<file path="src/rtl/uart_rx_oversampled.sv">
// uart_rx_oversampled: oversampling UART receiver with its own prescaler; it resyncs on every start edge
// and samples each bit at mid-bit, then reports a good byte or a framing error.
module uart_rx_oversampled #(
    parameter int DIVISOR    = 4,
    parameter int OVERSAMPLE = 16,
    parameter int DATA_BITS  = 8
) (
    input  logic                 fast_clock,
    input  logic                 rst,
    input  logic                 rx_serial,
    output logic [DATA_BITS-1:0] rx_data,
    output logic                 rx_valid,
    output logic                 frame_error,
    output logic                 busy
);
    localparam int PW = $clog2(DIVISOR);
    localparam int OW = $clog2(OVERSAMPLE);
    localparam int BW = DATA_BITS > 1 ? $clog2(DATA_BITS) : 1;
    localparam logic [PW-1:0] PRE_LAST = PW'(DIVISOR - 1);
    localparam logic [OW-1:0] HALF = OW'(OVERSAMPLE / 2 - 1);
    localparam logic [OW-1:0] LAST = OW'(OVERSAMPLE - 1);
    localparam logic [BW-1:0] BIT_LAST = BW'(DATA_BITS - 1);

    typedef enum logic [2:0] {IDLE, START, DATA, STOP, WAIT_IDLE} state_t;

    state_t               state, state_n;
    logic                 rx_m, rx_s, tick, valid_n, ferr_n;
    logic [PW-1:0]        pre, pre_n;
    logic [OW-1:0]        phase, phase_n;
    logic [BW-1:0]        bit_cnt, bit_n;
    logic [DATA_BITS-1:0] shift, shift_n, data_n;

    assign tick = pre == PRE_LAST;
    assign busy = state != IDLE;

    always_ff @(posedge fast_clock or posedge rst) begin
        if (rst) begin
            rx_m        <= 1'b1;
            rx_s        <= 1'b1;
            state       <= IDLE;
            pre         <= '0;
            phase       <= '0;
            bit_cnt     <= '0;
            shift       <= '0;
            rx_data     <= '0;
            rx_valid    <= 1'b0;
            frame_error <= 1'b0;
        end else begin
            rx_m        <= rx_serial;
            rx_s        <= rx_m;
            state       <= state_n;
            pre         <= pre_n;
            phase       <= phase_n;
            bit_cnt     <= bit_n;
            shift       <= shift_n;
            rx_data     <= data_n;
            rx_valid    <= valid_n;
            frame_error <= ferr_n;
        end
    end

    always_comb begin
        state_n = state;
        pre_n   = tick ? '0 : pre + 1'b1;
        phase_n = phase;
        bit_n   = bit_cnt;
        shift_n = shift;
        data_n  = rx_data;
        valid_n = 1'b0;
        ferr_n  = 1'b0;
        unique case (state)
            IDLE: if (!rx_s) begin
                // restart the prescaler so tick phase is locked to the start edge
                state_n = START;
                pre_n   = '0;
                phase_n = '0;
                bit_n   = '0;
            end
            START: if (tick) begin
                if (phase == HALF) begin
                    state_n = rx_s ? IDLE : DATA;
                    phase_n = '0;
                end else phase_n = phase + 1'b1;
            end
            DATA: if (tick) begin
                if (phase == LAST) begin
                    shift_n = DATA_BITS'({rx_s, shift} >> 1);
                    phase_n = '0;
                    bit_n   = bit_cnt + 1'b1;
                    if (bit_cnt == BIT_LAST) state_n = STOP;
                end else phase_n = phase + 1'b1;
            end
            STOP: if (tick) begin
                if (phase == LAST) begin
                    state_n = rx_s ? IDLE : WAIT_IDLE;
                    data_n  = rx_s ? shift : rx_data;
                    valid_n = rx_s;
                    ferr_n  = !rx_s;
                end else phase_n = phase + 1'b1;
            end
            WAIT_IDLE: if (rx_s) state_n = IDLE;
            default: state_n = IDLE;
        endcase
    end
endmodule

</file>
<file path="config.mk">
export PLATFORM = sky130hd
export DESIGN_NAME = uart_rx_oversampled
export DESIGN_NICKNAME = d
export VERILOG_FILES = /design/src/rtl/uart_rx_oversampled.sv
export SDC_FILE = /design/constraint.sdc
export NUM_CORES = 1
export LEC_CHECK = 0
export ABC_CLOCK_PERIOD_IN_PS = 4700
export CORE_ASPECT_RATIO = 0.7
export CORE_MARGIN = 2
export CORE_UTILIZATION = 40
export DETAILED_ROUTE_END_ITERATION = 12
export SLEW_MARGIN = 20
export SYNTH_ARGS = -nofsm -noshare
export SYNTH_HDL_FRONTEND = slang
export SYNTH_SLANG_ARGS = --single-unit
</file>
<file path="constraint.sdc">
create_clock -name fast_clock -period 4.7 [get_ports fast_clock]
set_clock_uncertainty 0.2 [all_clocks]
set_input_delay 0.705 -clock fast_clock [delete_from_list [all_inputs] [get_ports fast_clock]]
set_output_delay 0.705 -clock fast_clock [all_outputs]
set_load 0.005 [all_outputs]
</file>
==> results of run 1 <==
==> Yosys cell counts <==
| cell type | number | area, sq um |
|---|---|---|
| buf_2 | 1 | 5.00 |
| or2_2 | 1 | 6.26 |
| nand4_2 | 1 | 12.5 |
| a21oi_1 | 2 | 10.0 |
| nor2b_1 | 1 | 6.26 |
| nor4_1 | 1 | 6.26 |
| ha_1 | 4 | 50.1 |
| o211ai_1 | 3 | 22.5 |
| and4b_1 | 1 | 10.0 |
| nand3_1 | 4 | 20.0 |
| clkbuf_1 | 4 | 15.0 |
| o22ai_1 | 1 | 6.26 |
| and2_1 | 1 | 6.26 |
| nor3b_1 | 1 | 7.51 |
| nor2_1 | 6 | 22.5 |
| a211oi_1 | 3 | 22.5 |
| and4_1 | 1 | 8.76 |
| dfrtp_1 | 30 | 751 |
| nor4bb_1 | 1 | 10.0 |
| o2111ai_1 | 1 | 8.76 |
| nand2_1 | 4 | 15.0 |
| a221oi_1 | 1 | 8.76 |
| nor3_1 | 3 | 15.0 |
| inv_1 | 7 | 26.3 |
| mux2_4 | 8 | 120 |
| a31oi_1 | 1 | 6.26 |
| or3_4 | 1 | 11.3 |
| dfstp_2 | 2 | 52.6 |
| mux2i_1 | 1 | 10.0 |
| mux2_2 | 9 | 101 |
| buf_6 | 1 | 11.3 |
| o21ai_0 | 2 | 10.0 |
| or2_1 | 1 | 6.26 |
| or3_1 | 1 | 6.26 |
| a22o_1 | 6 | 52.6 |
==> registers in the layout, summed over array words and instances (netlist names) <==
name	count
bit_cnt	3
frame_error	1
phase	4
pre	2
rx_data	8
rx_m	1
rx_s	1
rx_valid	1
shift	8
state	3
==> per-stage QoR <==
stage	power, mW	cells	utilization [%]
floorplan	0.419	116	-
global placement	0.437	174	46.4
detailed placement	0.444	174	46.4
CTS	0.642	181	48.6
global route	0.676	181	48.6
finish	0.636	181	48.6
==> cell families after synthesis <==
logic type	synth area share, %
muxes	15.9
DFF	55.0
and+or+nand+nor	11.7
buffers and inverters	3.94
adders and majority gates	3.43
AOI/OAI and AO/OA	10.1
==> power breakdown <==
group	switching, mW	leakage, nW	internal (mW)
registers	0.0340	0.423	0.304
logic	0.0516	0.363	0.0493
clock network	0.0961	0.0410	0.100
total	0.182	0.826	0.454
==> cell type report <==
cell class | instances | area (sq um) | share of cell area, %
sequential | 32 | 803 | 47.1
multi-input combinational | 71 | 599 | 35.1
timing repair buffer | 14 | 138 | 8.06
clock buffer | 6 | 72.6 | 4.25
tap | 50 | 62.6 | 3.67
inverter | 7 | 26.3 | 1.54
clock inverter | 1 | 5.00 | 0.293
==> worst reg2reg max path: stages (launching register included) <==
cell and delay [ns]:
dfrtp_1 0.39, ha_1 0.29, nand4_2 0.21, or3_4 0.42, or2_1 0.42, mux2_4 0.37
==> routing by layer <==
layer	global-route usage [%]	wire length (um)	up-vias
met5	0	0	-
met4	8.18	43	0
met3	4.46	87	5
met2	21.5	1110	15
met1	19.0	1360	448
li1	-	-	456
==> worst max-delay path by stage <==
| stage | start | end | slack, ns | cells past startpoint |
|---|---|---|---|---|
| 2_1_floorplan | phase[0] | rx_data[0] | 2.57 | 6 |
| 3_3_place_gp | state[1] | busy | 2.35 | 2 |
| 3_5_place_dp | phase[0] | rx_data[6] | 2.30 | 5 |
| 4_1_cts | state[1] | busy | 2.02 | 2 |
| 5_1_grt | state[1] | busy | 1.96 | 2 |
| 6_report | state[1] | busy | 2.04 | 2 |
==> impl_summary.txt, run 1 <==
----------------------------------------------------
[Global routing]
  Total GRT Usage ... 14.4%
  Initial antenna violation count ... 0
  Leftover overflow at the end of global routing ... 0
  Global-route wire length before repair ... 4440 um
  Via count of the first global-routing pass ... 937
  Largest net degree at the start of global routing ... 33

[Cells and area]
  Total number of nets in the final design ... 138
  Summed area of non-filler cells in the final layout ... 1710 sq um
  Most common library cell in the layout ignoring fill and taps ... dfrtp_1
  Share of final-layout standard cells stronger than drive strength 1 ... 22.1%
  Fill cells ... 329
  Number of diodes added for antenna fixing ... 0
  Highest-count cells in the layout ignoring fill and taps ... 30 x dfrtp_1, 13 x clkdlybuf4s50_1, 9 x mux2_2, 8 x mux2_4, 7 x inv_1
  Area growth syn-to-layout ... 16.9%

[Routing]
  First-pass iteration count of the detailed router ... 4
  Detailed-route DRC error count ... 0
  Overall routed net length ... 2600 um
  Routed vias/inst ... 5.10
  Initial DRC Count ... 39
  Antenna viol nets, final ... 0
  Wirelength per Cell ... 14.4 um
  Via Count ... 924

[Worst setup path]
  Minimum setup slack among reg-to-reg paths ... 2.29 ns
  Worst stage delay on the critical path ... 0.53 ns
  CP Launch Type ... flop
  Data required time of the critical path ... 3.80 ns
  Reg-to-reg critical path startpoint ... phase[0]
  Slowest-stage cell, CP ... dfrtp_1
  Endpoint type of the worst setup path ... primary output
  Ordered list of cells on the worst path ... or3_1, clkdlybuf4s50_1
  FF-to-FF End ... rx_data[6]
  Family with the most delay on the worst path ... flip-flops
  Depth of the worst register-to-register path ... 5
  Critical Setup Path Class ... reg -> out
  CP Data Arrival Time ... 1.76 ns
  Crit path max fanout ... 15
  Buffers & Inverters on Critical Path ... 1

[Worst hold path]
  Hold worst-path end ... rx_s
  Hold-critical path depth ... 0
  Worst min-delay path category ... reg -> reg
  Hold Path Origin ... rx_m

[Synth]
  Post-Syn Area ... 1460 sq um
  Mean instance size in the synthesized netlist ... 12.6 sq um
  Total nets after synthesis ... 123
  Synthesized instance count ... 116
  Sequential share of the synthesized area ... 55.0%
  Warnings, synthesis ... 0
  Count of distinct cell types in the synthesized netlist ... 35
  Yosys reg bits ... 32

[Timing]
  Slew Limit Headroom ... 65.2%
  Share of the clock period used by the worst path ... 56.7%
  Endpoints failing hold ... 0
  Worst-Margin Slew ... 0.517 ns
  Max Slew Vio Count ... 0
  Unrepaired setup endpoints after global routing ... false
  Final setup violation count ... 0
  Highest Clock Rate ... 375 MHz
  Least setup slack across all paths after layout ... 2.04 ns
  Setup tns final ... 0 ns
  Clock period minus final worst setup slack ... 2.66 ns
  Fin Hold WS ... 0.161 ns

[Die]
  Die outline height ... 54.6 um
  Die area ... 4160 sq um
  Boundary pin count ... 14
  Total core area ... 3510 sq um
  Initial Utilization ... 41.6%
  Number of core rows ... 18
  Die width ... 76.2 um

[Status]
  Status ... finished clean

[CTS]
  Clock-pin slew of the registers on the worst-case setup and hold paths ... 0.06 ns
  Total clock buffers created by CTS ... 5
  Post-cts gate resize count ... 0
  Post-CTS setup buffer count ... 0
  Count of hold buffers inserted by post-cts repair ... 0
  Clock tree from TritonCTS ... yes
  Number of H-tree levels ... 2
  Clk_lat worst skew ... 0.28 ns
  Worst-case clock buffer depth ... 2
  Buffer cell driving the clock tree root ... clkbuf_8
  Sinks on the clock net ... 32

[Place]
  Setup slack at placement ... 2.30 ns
  Final HPWL from detailed placement ... 1780 um
  Port Buf Inserts ... 13
  Final weighted congestion in routability-driven placement ... 0.734
  Post-detailed-placement cell area ... 1630 sq um

[Power]
  Leakage power total ... 0.826 nW
  Pwr per Cell Area ... 372 nW/um^2
  Worst vdd rail ir drop ... 0.182 mV

[Job]
  Reported max-cap violation count ... 0

----------------------------------------------------
Power figures use the tool's default switching activity.
==> run 2: changes to the inputs <==
- ABC_CLOCK_PERIOD_IN_PS: 4700 -> 2750
- clock period: 4.7 -> 2.75 ns (I/O delays scaled with it)
==> impl_summary.txt, run 2 (synthesis gave the netlist of run 1 again) <==
----------------------------------------------------
[Routing]
  Overall routed net length ... 2600 um (about the same)
  Via Count ... 938 (was 924)
  Antenna viol nets, final ... 0 (unchanged)
  First-pass iteration count of the detailed router ... 5 (was 4)
  Routed vias/inst ... 5.15 (was 5.10)
  Detailed-route DRC error count ... 0 (unchanged)
  Initial DRC Count ... 60 (was 39)
  Wirelength per Cell ... 14.3 um (was 14.4 um)

[Global routing]
  Leftover overflow at the end of global routing ... 0 (unchanged)
  Initial antenna violation count ... 0 (unchanged)
  Global-route wire length before repair ... 4440 um (about the same)
  Total GRT Usage ... 14.3% (was 14.4%)
  Via count of the first global-routing pass ... 881 (was 937)
  Largest net degree at the start of global routing ... 33 (unchanged)

[Worst hold path]
  Hold-critical path depth ... 0 (unchanged)
  Worst min-delay path category ... reg -> reg (unchanged)
  Hold Path Origin ... rx_m (unchanged)

[Timing]
  Share of the clock period used by the worst path ... 89.2%
  Final setup violation count ... 0 (unchanged)
  Endpoints failing hold ... 0 (unchanged)
  Fin Hold WS ... 0.156 ns (was 0.161 ns)
  Setup tns final ... 0 ns (unchanged)
  Unrepaired setup endpoints after global routing ... false (unchanged)
  Highest Clock Rate ... 408 MHz
  Least setup slack across all paths after layout ... 0.296 ns (was 2.04 ns)
  Clock period minus final worst setup slack ... 2.45 ns
  Max Slew Vio Count ... 0 (unchanged)
  Slew Limit Headroom ... 63.3% (was 65.2%)
  Worst-Margin Slew ... 0.550 ns (was 0.517 ns)

[CTS]
  Clk_lat worst skew ... 0.28 ns (about the same)
  Number of H-tree levels ... 2 (unchanged)
  Worst-case clock buffer depth ... 2 (unchanged)
  Total clock buffers created by CTS ... 5 (unchanged)
  Clock tree from TritonCTS ... yes (unchanged)
  Post-cts gate resize count ... 0 (unchanged)
  Count of hold buffers inserted by post-cts repair ... 0 (unchanged)
  Clock-pin slew of the registers on the worst-case setup and hold paths ... 0.06 ns (about the same)
  Buffer cell driving the clock tree root ... clkbuf_8 (unchanged)
  Post-CTS setup buffer count ... 0 (unchanged)
  Sinks on the clock net ... 32 (unchanged)

[Power]
  Internal Pwr Total ... 0.802 mW (was 0.454 mW)
  Worst vdd rail ir drop ... 0.306 mV (was 0.182 mV)
  Power, Total ... 1.12 mW (was 0.636 mW)
  Sequential power share ... 51.7% (was 53.2%)
  Sw frac ... 28.3% (was 28.6%)
  Leakage power total ... 0.836 nW (was 0.826 nW)
  Clock network fraction of total power ... 32.9% (was 30.9%)
  Share of total power in combinational logic ... 15.4% (was 15.9%)
  Pwr per Cell Area ... 649 nW/um^2 (was 372 nW/um^2)
  Reported net switching power ... 0.316 mW (was 0.182 mW)

[Cells and area]
  Number of diodes added for antenna fixing ... 0 (unchanged)
  Fill cells ... 308 (was 329)
  Largest registers ... rx_data (8), shift (8), phase (4) (unchanged)
  Area growth syn-to-layout ... 17.9% (was 16.9%)
  Highest-count cells in the layout ignoring fill and taps ... 30 x dfrtp_1, 13 x clkdlybuf4s50_1, 9 x mux2_2, 8 x mux2_4, 7 x inv_1 (unchanged)
  Final core utilization ... 49.0% (was 48.6%)
  Share of final-layout standard cells stronger than drive strength 1 ... 23.5% (was 22.1%)
  Summed area of non-filler cells in the final layout ... 1720 sq um (was 1710 sq um)
  Total number of nets in the final design ... 138 (unchanged)
  Most common library cell in the layout ignoring fill and taps ... dfrtp_1 (unchanged)
  Final std cells w/o fill ... 182 (was 181)

[Die]
  Die width ... 76.2 um (unchanged)
  Die outline height ... 54.6 um (unchanged)
  Die area ... 4160 sq um (unchanged)
  Boundary pin count ... 14 (unchanged)
  Initial Utilization ... 41.6% (unchanged)
  Number of core rows ... 18 (unchanged)
  Total core area ... 3510 sq um (unchanged)

[Worst setup path]
  Crit path max fanout ... 9 (was 15)
  Depth of the worst register-to-register path ... 5 (unchanged)
  Worst Setup SP ... phase[0] (was state[1])
  CP Data Arrival Time ... 2.42 ns (was 1.76 ns)
  Reg-to-reg critical path startpoint ... phase[0] (unchanged)
  Data required time of the critical path ... 2.72 ns (was 3.80 ns)
  Critical Setup Path Class ... reg -> reg (was reg -> out)
  CP Launch Type ... flop (unchanged)
  Endpoint type of the worst setup path ... flop (was primary output)

[Job]
  Reported max-cap violation count ... 0 (unchanged)

[Place]
  Setup slack at placement ... 0.348 ns (was 2.30 ns)
  Final HPWL from detailed placement ... 1730 um (was 1780 um)
  Cells after DPL ... 174 (unchanged)
  Final weighted congestion in routability-driven placement ... 0.836 (was 0.734)
  Post-detailed-placement cell area ... 1630 sq um (unchanged)
  Port Buf Inserts ... 13 (unchanged)

[Status]
  Status ... finished clean (unchanged)

----------------------------------------------------
run 2: cell types whose count changed in the layout (fill, tap and decap cells not counted):
cell | before | now
clkbuf_1 | 1 | 0
clkbuf_8 | 5 | 6
clkinv_2 | 1 | 2
run 2: per-layer routing:
metal	global-route usage [%]	wire [um]	vias up	share of wire (%)
met5	0	0	-	0
met1	20.4	1330	461	51
li1	-	-	451	-
met3	4.62	121	5	4.7
met2	20.1	1120	21	43
met4	5.45	23	0	0.89
run 2: worst paths after layout:
check / slack [ns] / to
setup / recovery: 0.30 / rx_data[4]
hold / removal: 0.16 / rx_s
setup reg to reg: 0.30 / rx_data[4]
hold reg to reg: 0.16 / rx_s
max in group asynchronous: 1.72 / rx_s
min in group asynchronous: 0.31 / rx_data[2]
run 2: power by group through the flow:
stage               Clock (mW)  Sequential, mW  Combinational [mW]
floorplan                    0           0.553               0.163
global placement             0           0.582               0.165
detailed placement           0           0.584               0.171
CTS                      0.379           0.576               0.172
global route             0.404           0.588               0.205
finish                   0.368           0.578               0.172
run 2: area by class of cell:
class / instances / area, sq um / area share, %
multi-input cells: 71 / 599 / 34.8
well taps: 50 / 62.6 / 3.63
clock buffers: 6 / 82.6 / 4.80
flip-flops and latches: 32 / 803 / 46.7
repair buffers: 14 / 138 / 7.99
inverters: 7 / 26.3 / 1.53
clock inverters: 2 / 10.0 / 0.581
run 2: critical path, cell delays in order, from the launching register on:
cell and delay (ns):
dfrtp_1 0.38, ha_1 0.30, nand4_2 0.23, or3_4 0.43
or2_1 0.42, mux2_4 0.37
==> run 3: changes to the inputs <==
- DONT_BUFFER_PORTS: unset -> 1
==> impl_summary.txt, run 3 (synthesis gave the netlist of run 1 again) <==
----------------------------------------------------
[Cells and area]
  Highest-count cells in the layout ignoring fill and taps ... 30 x dfrtp_1, 9 x mux2_2, 8 x mux2_4, 7 x inv_1, 7 x clkbuf_8 (was 30 x dfrtp_1, 13 x clkdlybuf4s50_1, 9 x mux2_2, 8 x mux2_4, 7 x inv_1)
  Area growth syn-to-layout ... 10.6% (was 17.9%)
  Most common library cell in the layout ignoring fill and taps ... dfrtp_1 (unchanged)
  Share of final-layout standard cells stronger than drive strength 1 ... 25.0% (was 23.5%)
  Number of diodes added for antenna fixing ... 0 (unchanged)
  Largest registers ... rx_data (8), shift (8), phase (4) (unchanged)
  Fill cells ... 332 (was 308)
  Total number of nets in the final design ... 127 (was 138)

[Power]
  Sequential power share ... 51.6% (was 51.7%)
  Pwr per Cell Area ... 695 nW/um^2 (was 649 nW/um^2)
  Leakage power total ... 0.798 nW (was 0.836 nW)
  Reported net switching power ... 0.298 mW (was 0.316 mW)
  Power, Total ... 1.12 mW (about the same)
  Share of total power in combinational logic ... 15.3% (was 15.4%)
  Sw frac ... 26.5% (was 28.3%)
  Clock network fraction of total power ... 33.2% (was 32.9%)
  Worst vdd rail ir drop ... 0.327 mV (was 0.306 mV)
  Internal Pwr Total ... 0.825 mW (was 0.802 mW)

[Timing]
  Highest Clock Rate ... 417 MHz (was 408 MHz)
  Unrepaired setup endpoints after global routing ... false (unchanged)
  Setup tns final ... 0 ns (unchanged)
  Endpoints failing hold ... 0 (unchanged)
  Clock period minus final worst setup slack ... 2.40 ns (was 2.45 ns)
  Max Slew Vio Count ... 0 (unchanged)
  Final setup violation count ... 0 (unchanged)
  Slew Limit Headroom ... 65.0% (was 63.3%)
  Worst-Margin Slew ... 0.525 ns (was 0.550 ns)
  Share of the clock period used by the worst path ... 87.1% (was 89.2%)

[CTS]
  Worst-case clock buffer depth ... 2 (unchanged)
  Number of H-tree levels ... 2 (unchanged)
  Clock-pin slew of the registers on the worst-case setup and hold paths ... 0.06 ns (about the same)
  Buffer cell driving the clock tree root ... clkbuf_8 (unchanged)
  Post-CTS setup buffer count ... 0 (unchanged)
  Clock tree from TritonCTS ... yes (unchanged)
  Clk_lat worst skew ... 0.27 ns (was 0.28 ns)
  Count of hold buffers inserted by post-cts repair ... 2 (was 0)
  Total clock buffers created by CTS ... 5 (unchanged)
  Post-cts gate resize count ... 0 (unchanged)
  Sinks on the clock net ... 32 (unchanged)

[Place]
  Port Buf Inserts ... 0 (was 13)
  Final weighted congestion in routability-driven placement ... 0.750 (was 0.836)
  Final HPWL from detailed placement ... 1580 um (was 1730 um)

[Worst setup path]
  Data required time of the critical path ... 2.71 ns (was 2.72 ns)
  Crit path max fanout ... 9 (unchanged)
  FF-to-FF End ... rx_data[5] (was rx_data[4])
  Depth of the worst register-to-register path ... 5 (unchanged)
  Reg-to-reg critical path startpoint ... phase[0] (unchanged)
  Minimum setup slack among reg-to-reg paths ... 0.35 ns (was 0.30 ns)
  Endpoint type of the worst setup path ... flop (unchanged)
  Critical Setup Path Class ... reg -> reg (unchanged)
  CP Launch Type ... flop (unchanged)
  CP Data Arrival Time ... 2.35 ns (was 2.42 ns)

[Status]
  Status ... finished clean (unchanged)

[Global routing]
  Leftover overflow at the end of global routing ... 0 (unchanged)
  Initial antenna violation count ... 0 (unchanged)
  Via count of the first global-routing pass ... 871 (was 881)
  Global-route wire length before repair ... 4000 um (was 4440 um)
  Total GRT Usage ... 12.7% (was 14.3%)
  Largest net degree at the start of global routing ... 33 (unchanged)

[Die]
  Number of core rows ... 18 (unchanged)
  Die area ... 4160 sq um (unchanged)
  Initial Utilization ... 41.6% (unchanged)
  Boundary pin count ... 14 (unchanged)
  Die outline height ... 54.6 um (unchanged)
  Total core area ... 3510 sq um (unchanged)
  Die width ... 76.2 um (unchanged)

[Routing]
  Wirelength per Cell ... 13.7 um (was 14.3 um)
  First-pass iteration count of the detailed router ... 3 (was 5)
  Initial DRC Count ... 54 (was 60)
  Via Count ... 892 (was 938)
  Antenna viol nets, final ... 0 (unchanged)
  Overall routed net length ... 2330 um (was 2600 um)
  Detailed-route DRC error count ... 0 (unchanged)
  Routed vias/inst ... 5.25 (was 5.15)

[Worst hold path]
  Worst min-delay path category ... reg -> reg (unchanged)
  Hold Path Origin ... rx_m (unchanged)
  Hold-critical path depth ... 0 (unchanged)
  Hold worst-path end ... rx_s (unchanged)

[Job]
  Reported max-cap violation count ... 0 (unchanged)

----------------------------------------------------
==> run 3: cell types whose count changed in the layout (fill, tap and decap cells not counted), sizes merged <==
cell | previous run | this run
clkinv | 2 | 0
clkdlybuf4s50 | 13 | 0
dlygate4sd3 | 0 | 2
clkbuf | 6 | 7
==> run 3: layer usage <==
layer | wire length, um | global-route usage [%] | part of all wire (%) | up-vias
met5 | 0 | 0 | 0 | -
met4 | 23 | 3.64 | 0.99 | 0
met3 | 113 | 6.27 | 4.9 | 4
met2 | 1030 | 19.2 | 44 | 10
met1 | 1160 | 16.3 | 50 | 453
li1 | - | - | - | 425
==> run 3: final cells by class <==
class	count	area, sq um	area share, %
sequential	32	803	49.7
multi-input combinational	71	599	37.1
clock buffer	7	96.3	5.96
tap	50	62.6	3.87
timing repair buffer	3	27.5	1.70
inverter	7	26.3	1.63
==> run 3: power groups by stage <==
stage,sequential (mW),combinational [mW],clock (mW)
global placement,0.581,0.160,0
finish,0.579,0.172,0.372
global route,0.585,0.204,0.415
detailed placement,0.585,0.171,0
CTS,0.578,0.174,0.389
floorplan,0.553,0.163,0
==> run 3: stage by stage <==
stage	setup slack, ns	std cells	hold slack (ns)	util (%)	cell area, sq um
2_1_floorplan	0.617	116	0.145	-	1460
3_3_place_gp	0.412	161	0.147	42.7	1500
3_5_place_dp	0.363	161	0.148	42.7	1500
4_1_cts	0.357	170	0.157	46.0	1620
5_1_grt	0.256	170	0.159	46.0	1620
6_report	0.354	170	0.156	46.0	1620
==> run 3: worst max-delay path by stage <==
stage	start	endpoint	depth (start not counted)
6_report	phase[0]	rx_data[5]	5
3_5_place_dp	phase[0]	rx_data[6]	5
3_3_place_gp	phase[0]	rx_data[5]	5
5_1_grt	phase[0]	shift[6]	5
2_1_floorplan	phase[0]	rx_data[0]	6
4_1_cts	phase[0]	rx_data[5]	5
==> run 3: critical path, stage by stage (launching register included) <==
cell and delay [ns]:
dfrtp_1 0.38, ha_1 0.28, nand4_2 0.20, or3_4 0.43
or2_1 0.42, mux2_4 0.37
